**src/rtl/pwm_capture_pkg.sv**
```systemverilog
// pwm_capture_pkg: shared FSM encoding and default sizing for the PWM capture block.
package pwm_capture_pkg;
    typedef enum logic [1:0] {S_WAIT, S_MEAS, S_DIV} state_t;
    localparam int          CNT_W_DEF   = 16;
    localparam logic [15:0] TIMEOUT_DEF = 16'hFFFF;
endpackage

```
**src/rtl/pwm_capture_if.sv**
```systemverilog
// pwm_capture_if: PWM input and measurement result bundle.
interface pwm_capture_if import pwm_capture_pkg::*; #(
    parameter int P_CNT_W = CNT_W_DEF
);
    logic               i_pwm;
    logic [7:0]         o_duty;
    logic [P_CNT_W-1:0] o_period;
    logic               o_valid;
    logic               o_timeout;
    modport master (output i_pwm, input o_duty, o_period, o_valid, o_timeout);
    modport slave  (input i_pwm, output o_duty, o_period, o_valid, o_timeout);
endinterface

```
**src/rtl/pwm_capture_div.sv**
```systemverilog
// pwm_div: 8-step restoring division of num*256 by den, clamped to 255 when num >= den.
module pwm_div import pwm_capture_pkg::*; #(
    parameter int W = CNT_W_DEF
) (
    input  logic         clk,
    input  logic         rst_n,
    input  logic         start,
    input  logic [W-1:0] num,
    input  logic [W-1:0] den,
    output logic         busy,
    output logic         done,
    output logic [7:0]   q
);
    logic [W-1:0] rem, div;
    logic [W:0]   diff;
    logic [7:0]   quo;
    logic [3:0]   left;
    logic         clamp, ge;
    // rem < div keeps 2*rem - div in range, so the top bit is a clean borrow flag
    assign diff = {rem, 1'b0} - {1'b0, div};
    assign ge   = ~diff[W];
    assign q    = clamp ? 8'hFF : quo;
    always_ff @(posedge clk) begin
        if (!rst_n) begin
            rem   <= '0;
            div   <= '0;
            quo   <= '0;
            left  <= '0;
            clamp <= 1'b0;
            busy  <= 1'b0;
            done  <= 1'b0;
        end else if (start) begin
            rem   <= num;
            div   <= den;
            quo   <= '0;
            left  <= 4'd8;
            clamp <= num >= den;
            busy  <= 1'b1;
            done  <= 1'b0;
        end else if (busy) begin
            rem  <= ge ? diff[W-1:0] : {rem[W-2:0], 1'b0};
            quo  <= {quo[6:0], ge};
            left <= left - 4'd1;
            busy <= left != 4'd1;
            done <= left == 4'd1;
        end else begin
            done <= 1'b0;
        end
    end
endmodule

```
**src/rtl/pwm_capture.sv**
```systemverilog
// pwm_capture: measures period and duty of an asynchronous PWM input between rising edges.
module pwm_capture import pwm_capture_pkg::*; #(
    parameter int                 P_CNT_W   = CNT_W_DEF,
    parameter logic [P_CNT_W-1:0] P_TIMEOUT = P_CNT_W'(TIMEOUT_DEF)
) (
    input logic          i_clk,
    input logic          i_rst_n,
    pwm_capture_if.slave bus
);
    state_t             state, state_n;
    logic [2:0]         sync_q;
    logic               sync, rise, hit;
    logic [P_CNT_W-1:0] per_cnt, high_cnt, per_cap;
    logic               restart, start, publish, tmo;
    logic               div_busy, div_done;
    logic [7:0]         div_q;

    function automatic logic [P_CNT_W-1:0] sat_inc(input logic [P_CNT_W-1:0] v);
        return &v ? v : v + P_CNT_W'(1);
    endfunction

    // sync_q: {history, synchronized, metastable}
    assign sync = sync_q[1];
    assign rise = sync_q[1] & ~sync_q[2];
    assign hit  = per_cnt >= P_TIMEOUT;

    always_ff @(posedge i_clk)
        state <= !i_rst_n ? S_WAIT : state_n;

    // a rise during S_DIV only restarts the counters; the running division still completes
    always_comb begin
        state_n = state;
        restart = 1'b0;
        start   = 1'b0;
        publish = 1'b0;
        tmo     = 1'b0;
        case (state)
            S_WAIT: begin
                restart = rise;
                state_n = rise ? S_MEAS : S_WAIT;
            end
            S_MEAS: begin
                restart = rise;
                start   = rise;
                tmo     = !rise && hit;
                state_n = rise ? S_DIV : hit ? S_WAIT : S_MEAS;
            end
            S_DIV: begin
                restart = rise;
                publish = !div_busy && div_done;
                state_n = div_busy ? S_DIV : S_MEAS;
            end
            default: state_n = S_WAIT;
        endcase
    end

    always_ff @(posedge i_clk) begin
        if (!i_rst_n) begin
            sync_q        <= '0;
            per_cnt       <= '0;
            high_cnt      <= '0;
            per_cap       <= '0;
            bus.o_duty    <= '0;
            bus.o_period  <= '0;
            bus.o_valid   <= 1'b0;
            bus.o_timeout <= 1'b0;
        end else begin
            sync_q   <= {sync_q[1:0], bus.i_pwm};
            per_cnt  <= restart ? P_CNT_W'(1) : state == S_WAIT ? per_cnt : sat_inc(per_cnt);
            high_cnt <= restart ? P_CNT_W'(1) : (state == S_WAIT || !sync) ? high_cnt : sat_inc(high_cnt);
            if (start) per_cap <= per_cnt;
            bus.o_valid <= publish | tmo;
            if (publish) begin
                bus.o_duty   <= div_q;
                bus.o_period <= per_cap;
            end
            if (tmo) begin
                bus.o_duty   <= sync ? 8'hFF : 8'h00;
                bus.o_period <= '0;
            end
            if (tmo || (state == S_WAIT && rise)) bus.o_timeout <= tmo;
        end
    end

    pwm_div #(.W(P_CNT_W)) u_div (
        .clk   (i_clk),
        .rst_n (i_rst_n),
        .start (start),
        .num   (high_cnt),
        .den   (per_cnt),
        .busy  (div_busy),
        .done  (div_done),
        .q     (div_q)
    );
endmodule

```
**src/flat_wrapper.sv**
```systemverilog
// flat-port wrapper written by rule: the top's interface ports become plain ports
module pwm_capture_flat import pwm_capture_pkg::*;
#(
    parameter int                 P_CNT_W   = CNT_W_DEF,
    parameter logic [P_CNT_W-1:0] P_TIMEOUT = P_CNT_W'(TIMEOUT_DEF)
)
  (i_clk, i_rst_n, bus_i_pwm, bus_o_duty, bus_o_period, bus_o_valid, bus_o_timeout);
  pwm_capture_if #(.P_CNT_W(P_CNT_W)) bus_i ();
  input logic i_clk;
  input logic i_rst_n;
  input wire logic [$bits(bus_i.i_pwm)-1:0] bus_i_pwm;
  output wire logic [$bits(bus_i.o_duty)-1:0] bus_o_duty;
  output wire logic [$bits(bus_i.o_period)-1:0] bus_o_period;
  output wire logic [$bits(bus_i.o_valid)-1:0] bus_o_valid;
  output wire logic [$bits(bus_i.o_timeout)-1:0] bus_o_timeout;
  assign bus_i.i_pwm = bus_i_pwm;
  assign bus_o_duty = bus_i.o_duty;
  assign bus_o_period = bus_i.o_period;
  assign bus_o_valid = bus_i.o_valid;
  assign bus_o_timeout = bus_i.o_timeout;
  pwm_capture #(.P_CNT_W(P_CNT_W), .P_TIMEOUT(P_TIMEOUT)) u_core (.i_clk(i_clk), .i_rst_n(i_rst_n), .bus(bus_i));
endmodule
```
**config.mk**
```make
export PLATFORM = sky130hd
export DESIGN_NAME = pwm_capture_flat
export DESIGN_NICKNAME = d
export VERILOG_FILES = /design/src/rtl/pwm_capture_pkg.sv /design/src/rtl/pwm_capture_if.sv /design/src/rtl/pwm_capture_div.sv /design/src/rtl/pwm_capture.sv /design/src/flat_wrapper.sv
export SDC_FILE = /design/constraint.sdc
export NUM_CORES = 1
export LEC_CHECK = 0
export CORE_MARGIN = 3
export CORE_UTILIZATION = 30
export DETAILED_ROUTE_END_ITERATION = 12
export GPL_TIMING_DRIVEN = 0
export SYNTH_ARGS = -nofsm -noshare
export SYNTH_HDL_FRONTEND = slang
export SYNTH_SLANG_ARGS = --single-unit
```
**constraint.sdc**
```tcl
create_clock -name i_clk -period 2.7 [get_ports i_clk]
set_clock_uncertainty 0.2 [all_clocks]
set_input_delay 0.81 -clock i_clk [delete_from_list [all_inputs] [get_ports i_clk]]
set_output_delay 0.81 -clock i_clk [all_outputs]
set_load 0.005 [all_outputs]
```
==> impl_results.md, run 1 <==
* Sw frac at 22.2%
* WL/cell at around 14 um
* Seq cells post-synth at 110
* P_sw at 0.712 mW
* DPL Wire Length at between 10000 and 15000 um
* N_diodes at 0
* Synth warn at 0
* Largest net degree at the start of global routing at 20
* Register area share after synthesis at approximately two fifths
* Routed vias at 4980
* Status: finished with violations
* I/O pin cnt at 29
* Clock share of power at 45.2%
* Core area at 18800 um^2
* Startpoint types: flip-flop
* Final min period at 2.72 ns
* H-tree Lvls at 3
* Combinational power share at 3.9%
* CTS tree: built
* Skew-Pair Late Insertion Delay at 0.35 ns
* Clock sinks at 110
* CTS max path bufs at 2
* Routed wl met2 at 6870 um
* Inst Count DP at 996
* Final setup margin at -0.0174 ns
* WP data required at 2.72 ns
* Async set-reset flop share out of synthesis at 0%
* M1 WL at 7350 um
* DRT iter0 DRCs at about 280
* Min Hold Slack at 0.238 ns
* Max_cap viols at 0
* GRT Total Usage at ~14%
* CP endpoint kind: flip-flop
* Placement Rows at 50
* Measured slew at the worst slew-check pin at 0.619 ns
* Cell area after synthesis at 5770 um^2
* Hold Crit Depth at 1
* Most common cell after layout, fill and taps aside: nand2_1
* Top routing layer used: met4
* Drt total wl at 14900 um
* Finished Layout Cells at 1028
* Port buffer count at 28
* Worst-path clk slew at 0.07 ns
* Max Clk Rate at 368 MHz
* Critical path type: reg -> reg
* Vias per cell at between 4 and 5
* Post-synth top flop: dfxtp_1
* Initial antenna violation count at 0
* Die Y at 145 um
* Fin nets at 802
* Die area at about 21000 um^2
* Period utilization at 101%
* Layout cells sized above 1 at between 10% and 20%
* RSZ-0062 raised after global routing: true
* Most frequent cells in the layout: nand2_1, dfxtp_1, a21oi_1
* WP data arrival at 2.74 ns
* Internal power at ~2.5 mW
* Syn nets at 747
* Worst min path class: reg -> reg
* Synth cell types at 70
* Clock Tree Root: clkbuf_16
* Relative slew slack at between 50% and 60%
* Final slew viol count at 0
* Leak pwr at 2.41 nW
* Avg Cell Area, Syn at 8.16 um^2
* Post-synth EDFFs at 0
* Die width at roughly 140 um
* Global route overflow at 0
* First drt pass iteration count at 4
* PD cells at approximately 460 nW/um^2
* GPL Wtd Cong at roughly 0.83
* Clock buffer count from CTS at 9
* Failing checks: setup timing
* Initial core utilization at 30.7%
* Layout area overhead at 21.6%
* Final hold vios at 0
* Post-route ant nets at 0
* Max VDD drop at 0.291 mV
* # setup viols final at 3
* # hold bufs at CTS at 0
* Met3 WL at ~310 um
* DRC errors left at 0
* Critical Path Fanout Max at 6
* Setup TNS at -0.0313 ns
* Syn Inst Count at about 710
* Pre-CTS setup slack at -0.593 ns
* Vias in the first global route at 4553
* Sequential Power Share at between 50% and 60%
* Depth of the worst register-to-register path at 11
* Total Power at 3.21 mW
* First-pass GRT wire length at 23700 um
[cells in the mapped netlist, types with 2 or more instances]
cell type / n / area share (%)
nand3_1: 20 / 1.7
a21o_1: 4 / 0.52
nand2_1: 109 / 7.1
and4_1: 4 / 0.61
or3_1: 5 / 0.54
a211oi_1: 5 / 0.65
inv_1: 39 / 2.5
nor2_1: 66 / 4.3
or2_2: 3 / 0.33
nor2b_1: 5 / 0.54
o21ai_0: 24 / 2.1
xnor2_1: 28 / 4.2
ha_1: 35 / 7.6
clkbuf_1: 16 / 1.0
o31ai_1: 2 / 0.26
xor2_1: 12 / 1.8
buf_1: 5 / 0.33
nand4_1: 6 / 0.65
mux2i_1: 19 / 3.3
a21oi_1: 74 / 6.4
dfxtp_1: 110 / 38
nor3_1: 11 / 0.95
o22ai_1: 12 / 1.3
nand3b_1: 2 / 0.26
buf_2: 3 / 0.26
o221ai_1: 2 / 0.30
nor3_2: 2 / 0.35
a31oi_1: 11 / 1.2
a21o_2: 2 / 0.30
o21a_1: 3 / 0.39
and3_1: 12 / 1.3
a221oi_1: 2 / 0.30
and2_1: 4 / 0.43
o211ai_1: 7 / 0.91
nor4_1: 3 / 0.33
nand2b_1: 7 / 0.76
[repair_timing]
item	CTS	global route
setup endpoints to repair	23	23
pin swaps	10	11
setup buffers	9	7
resized for setup	17	23
[cells by family (layout without fill, tap and decap cells)]
group,count (synthesis),count (layout),synth area share (%)
AND/OR/NAND/NOR,269,269,21.7
buffers and inverters,70,130,5.46
XOR/XNOR,40,40,6.07
flip-flops,110,110,38.1
multiplexers,20,20,3.49
adder cells (fa/ha/maj),36,36,7.93
AO/OA/AOI/OAI,163,163,17.2
[layout make-up]
cell class | instances | area, um^2
Tap cell | 260 | 325
Multi-Input combinational cell | 528 | 3410
Timing Repair Buffer | 44 | 424
Fill cell | 1960 | 11800
Clock inverter | 7 | 106
Inverter | 40 | 150
Sequential cell | 110 | 2210
Clock buffer | 9 | 225
Buffer | 30 | 166
[power groups by stage]
stage	clock [mW]	sequential [mW]	combinational (mW)
4_1_cts	1.49	1.64	0.119
5_1_grt	1.55	1.64	0.137
3_5_place_dp	0	1.68	0.112
2_1_floorplan	0	1.67	0.0771
3_3_place_gp	0	1.68	0.111
6_report	1.45	1.64	0.124
[final timing paths]
path | start | slack, ns | end
hold reg to reg | u_core.sync_q[0] | 0.24 | u_core.sync_q[1]
setup reg to reg | u_core.per_cap[11] | -0.02 | u_core.u_div.rem[9]
setup / recovery | u_core.per_cap[11] | -0.02 | u_core.u_div.rem[9]
hold / removal | u_core.sync_q[0] | 0.24 | u_core.sync_q[1]
[layer usage]
layer | vias to the layer above | track usage, %
met4 | 0 | 4.22
met2 | 63 | 23.2
met3 | 16 | 1.97
li1 | 2562 | -
met5 | - | 0
met1 | 2339 | 20.1
[critical path, cell delays in order, from the launching register on]
cell	delay (ns)
dfxtp_1	0.36
inv_1	0.11
ha_2	0.41
nand2_2	0.11
nor4_4	0.24
o211a_4	0.22
nor3_2	0.06
nor3b_4	0.27
buf_6	0.18
buf_12	0.13
mux2i_4	0.21
o22ai_1	0.08
[through the flow]
step	utilization [%]	instance area (um^2)
final	37.3	7020
after global routing	37.3	7020
after CTS	36.4	6850
after detailed placement	33.9	6380
after global placement	33.9	6380
after floorplan	-	5770
[registers in the layout, indices dropped and copies added, names as in the netlist, 2 cells and up]
name and flops:
u_core.per_cap 16, u_core.bus.o_period 16, u_core.state 2, u_core.u_div.left 4, u_core.u_div.rem 16, u_core.u_div.quo 8
u_core.bus.o_duty 8, u_core.high_cnt 16, u_core.per_cnt 16, u_core.sync_q 3
Power figures use the tool's default switching activity.
==> inputs of run 2 (changes only) <==
- SLEW_MARGIN: default -> 40
- TNS_END_PERCENT: default -> 20
==> impl_results.md, run 2 (synthesis gave the netlist of run 1 again) <==
* Status: finished with violations
* Failing checks: setup timing
* # setup viols final at 2
* Placement Rows at 50
* Routed vias at 4992
* GRT Total Usage at 14.4%
* # hold bufs at CTS at 0
* Most frequent cells in the layout: nand2_1, dfxtp_1, a21oi_1
* Max_cap viols at 0
* M1 WL at 7310 um
* RSZ-0062 raised after global routing: true
* Final hold vios at 0
* H-tree Lvls at 3
* Period utilization at 100%
* CP endpoint kind: flip-flop
* Layout cells sized above 1 at 11.1%
* Inst Count DP at roughly 1000
* Skew-Pair Late Insertion Delay at 0.35 ns
* Min Hold Slack at 0.238 ns
* Largest net degree at the start of global routing at 20
* Measured slew at the worst slew-check pin at between 0.6 and 0.7 ns
* Critical Path Fanout Max at 6
* WL/cell at 14.5 um
* First drt pass iteration count at 5
* N_diodes at 0
* PD cells at 460 nW/um^2
* Vias in the first global route at 4553
* Post-Place Cell Area at ~6400 um^2
* Relative slew slack at between 50% and 60%
* Reg2reg setup slack at -0.003 ns
* Fin util at 37.0%
* I/O pin cnt at 29
* Most common cell after layout, fill and taps aside: nand2_1
* Die width at 145 um
* Post-route ant nets at 0
* Worst-path clk slew at 0.07 ns
* Port buffer count at 28
* DRC errors left at 0
* Worst min path class: reg -> reg
* Finished Layout Cells at 1027
* Routed wl met2 at 6960 um
* Critical path type: reg -> reg
* Pre-CTS setup slack at -0.593 ns
* Final setup margin at -0.00269 ns
* Clock sinks at 110
* First-pass GRT wire length at 23700 um
* Setup TNS at -0.00333 ns
* Final min period at 2.70 ns
* WP data arrival at 2.72 ns
* Max Clk Rate at 370 MHz
* GPL Wtd Cong at 0.835
* Die Y at 145 um
* DRT iter0 DRCs at 293
* Max VDD drop at 0.291 mV
* DPL Wire Length at 11400 um
* Clock Tree Root: clkbuf_16
* CTS tree: built
* Initial antenna violation count at 0
* Fin nets at ~800
* Met3 WL at ~380 um
* Leak pwr at about 2.4 nW
* Clock buffer count from CTS at 9
* Vias per cell at 4.86
* Initial core utilization at between 30% and 40%
* Drt total wl at ~15000 um
* WP data required at 2.72 ns
* Final slew viol count at 0
* Layout area overhead at 20.8%
* Top routing layer used: met4
* Final Cell Area at 6970 um^2
* Die area at about 21000 um^2
* Total Power at 3.21 mW
* Startpoint types: flip-flop
* Core area at 18800 um^2
* CTS max path bufs at 2
* Global route overflow at 0
run 2: final timing paths:
check                     from             endpoint  cells past startpoint
max          u_core.per_cap[1]  u_core.u_div.rem[9]                     11
min           u_core.sync_q[0]     u_core.sync_q[1]                      1
max reg2reg  u_core.per_cap[1]  u_core.u_div.rem[9]                     11
min reg2reg   u_core.sync_q[0]     u_core.sync_q[1]                      1
run 2: what timing repair did:
item	4_1_cts	5_1_grt
buffers inserted	9	6
pin swaps	10	7
resized for setup	16	17
endpoints found under the setup margin	23	23
run 2: area by class of cell:
class | count | area (um^2)
plain buffers | 30 | 166
fillers | 1970 | 11900
clock inverters | 7 | 106
flip-flops and latches | 110 | 2210
multi-input cells | 528 | 3380
well taps | 260 | 325
repair buffers | 43 | 409
inverters | 40 | 150
clock buffers | 9 | 225
run 2: routing by layer:
layer | up-vias | global-route usage, %
met5 | - | 0
met1 | 2344 | 20.1
met4 | 0 | 4.22
met3 | 16 | 1.97
li1 | 2564 | -
met2 | 68 | 23.2
run 2: power by group:
group	switching [mW]	internal [mW]	total [mW]
clock	0.625	0.827	1.45
sequential	0.00958	1.63	1.64
combinational	0.0754	0.0462	0.122
run 2: critical path, cell delays in order (launching register included):
cell,delay [ns]
dfxtp_2,0.33
inv_2,0.05
fa_2,0.41
a211oi_2,0.22
o21ai_2,0.14
o211a_4,0.27
o21ai_2,0.10
nor3b_4,0.26
buf_6,0.18
buf_12,0.13
mux2i_4,0.21
o22ai_1,0.08
==> inputs of run 3 (changes only) <==
- PLACE_DENSITY_LB_ADDON: default -> 0.2
==> impl_results.md, run 3 (synthesis gave the netlist of run 1 again) <==
* Status: finished with violations
* Failing checks: setup timing
* Clock buffer count from CTS at 9
* Die width at 145 um
* WP data arrival at 2.77 ns
* Measured slew at the worst slew-check pin at 0.655 ns
* First drt pass iteration count at 5
* Initial antenna violation count at 0
* Final setup margin at -0.0343 ns
* Leak pwr at around 2.4 nW
* I/O pin cnt at 29
* Pre-CTS setup slack at -0.607 ns
* RSZ-0062 raised after global routing: true
* Critical Path Fanout Max at 6
* Relative slew slack at a little under three fifths
* Total Power at 3.05 mW
* RR Startpoint: u_core.per_cap[1]
* Max_cap viols at 0
* Skew-Pair Late Insertion Delay at 0.35 ns
* Min Hold Slack at 0.238 ns
* Initial core utilization at between 30 and 40%
* N_diodes at 0
* # setup viols final at 6
* Port buffer count at 28
* WL/cell at approximately 16 um
* CP startpoint: u_core.per_cap[1]
* Final slew viol count at 0
* H-tree Lvls at 3
* CTS max path bufs at 2
* Clock sinks at 110
* CP endpoint kind: flip-flop
* GPL Wtd Cong at 0.826
* Max VDD drop at 0.214 mV
* DRC errors left at 0
* Reg2reg setup slack at -0.03 ns
* Vias in the first global route at roughly 4700
* Layout area overhead at 19.9%
* Die Y at 145 um
* Vias per cell at ~4.8
* GRT Total Usage at around 16%
* DPL Wire Length at 12200 um
* Die area at roughly 21000 um^2
* Core area at 18800 um^2
* Fin nets at around 800
* Drt total wl at 16200 um
* Routed vias at 4941
* Layout cells sized above 1 at 11.0%
* Most frequent cells in the layout: nand2_1, dfxtp_1, a21oi_1
* CTS tree: built
* Final hold vios at 0
* Setup TNS at -0.134 ns
* First-pass GRT wire length at 25800 um
* Finished Layout Cells at ~1000
* Largest net degree at the start of global routing at 20
* Inst Count DP at ~1000
* Final min period at 2.73 ns
* PD cells at 441 nW/um^2
* Final Cell Area at 6920 um^2
* Worst min path class: reg -> reg
* Worst Hold Launch: u_core.sync_q[0]
* Post-Place Cell Area at approximately 6400 um^2
* Startpoint types: flip-flop
* Worst-path clk slew at 0.08 ns
* Critical path type: reg -> reg
* Fin util at a little under two fifths
* Clock Tree Root: clkbuf_16
* Most common cell after layout, fill and taps aside: nand2_1
* Max Clk Rate at 366 MHz
* Post-route ant nets at 0
* DRT iter0 DRCs at approximately 290
* Global route overflow at 0
* Period utilization at 101%
* Placement Rows at 50
* WP data required at 2.74 ns
run 3: cell count changes in the layout (fill, tap and decap cells not counted), sizes merged:
cell      change
buf           -3
bufinv        -2
clkbuf        +2
clkinvlp      +2
clkinv        -1
run 3: layout make-up:
type | instances | area (um^2)
Multi-Input combinational cell | 528 | 3390
Tap cell | 260 | 325
Buffer | 30 | 169
Inverter | 40 | 150
Timing Repair Buffer | 41 | 390
Clock inverter | 6 | 56.3
Sequential cell | 110 | 2210
Fill cell | 2000 | 11900
Clock buffer | 10 | 229
run 3: path summary, 6_finish.rpt:
check	to	depth (start not counted)
worst max-delay path	u_core.u_div.rem[13]	12
worst min-delay path	u_core.sync_q[1]	1
worst max register to register	u_core.u_div.rem[13]	12
worst min register to register	u_core.sync_q[1]	1
run 3: critical path, cell delays in order, from the launching register on:
cell and delay, ns:
dfxtp_2 0.34, inv_2 0.04, fa_2 0.42, a211oi_2 0.23, o21ai_2 0.12, o211a_4 0.26
nor3_2 0.22, nor3b_4 0.10, buf_6 0.16, buf_12 0.13, buf_12 0.12, a32oi_1 0.19
o31ai_1 0.09
run 3: metal layers:
metal,GRT usage (%),share of wire [%]
met2,24.8,45
met5,0,0
met1,22.9,51
met3,2.43,2.6
met4,3.34,0.97
run 3: timing repair:
item                                    CTS  global route
hold buffers                              0             0
cloned                                    1             0
pin swaps                                12             8
endpoints found under the setup margin   23            28
resized for setup                        21            15
buffers inserted                         10             2
run 3: power breakdown:
group | switching, mW | total (mW) | internal (mW)
Sequential | 0.00983 | 1.64 | 1.63
Clock | 0.652 | 1.29 | 0.642
Combinational | 0.0776 | 0.122 | 0.0446
Total | 0.739 | 3.05 | 2.31
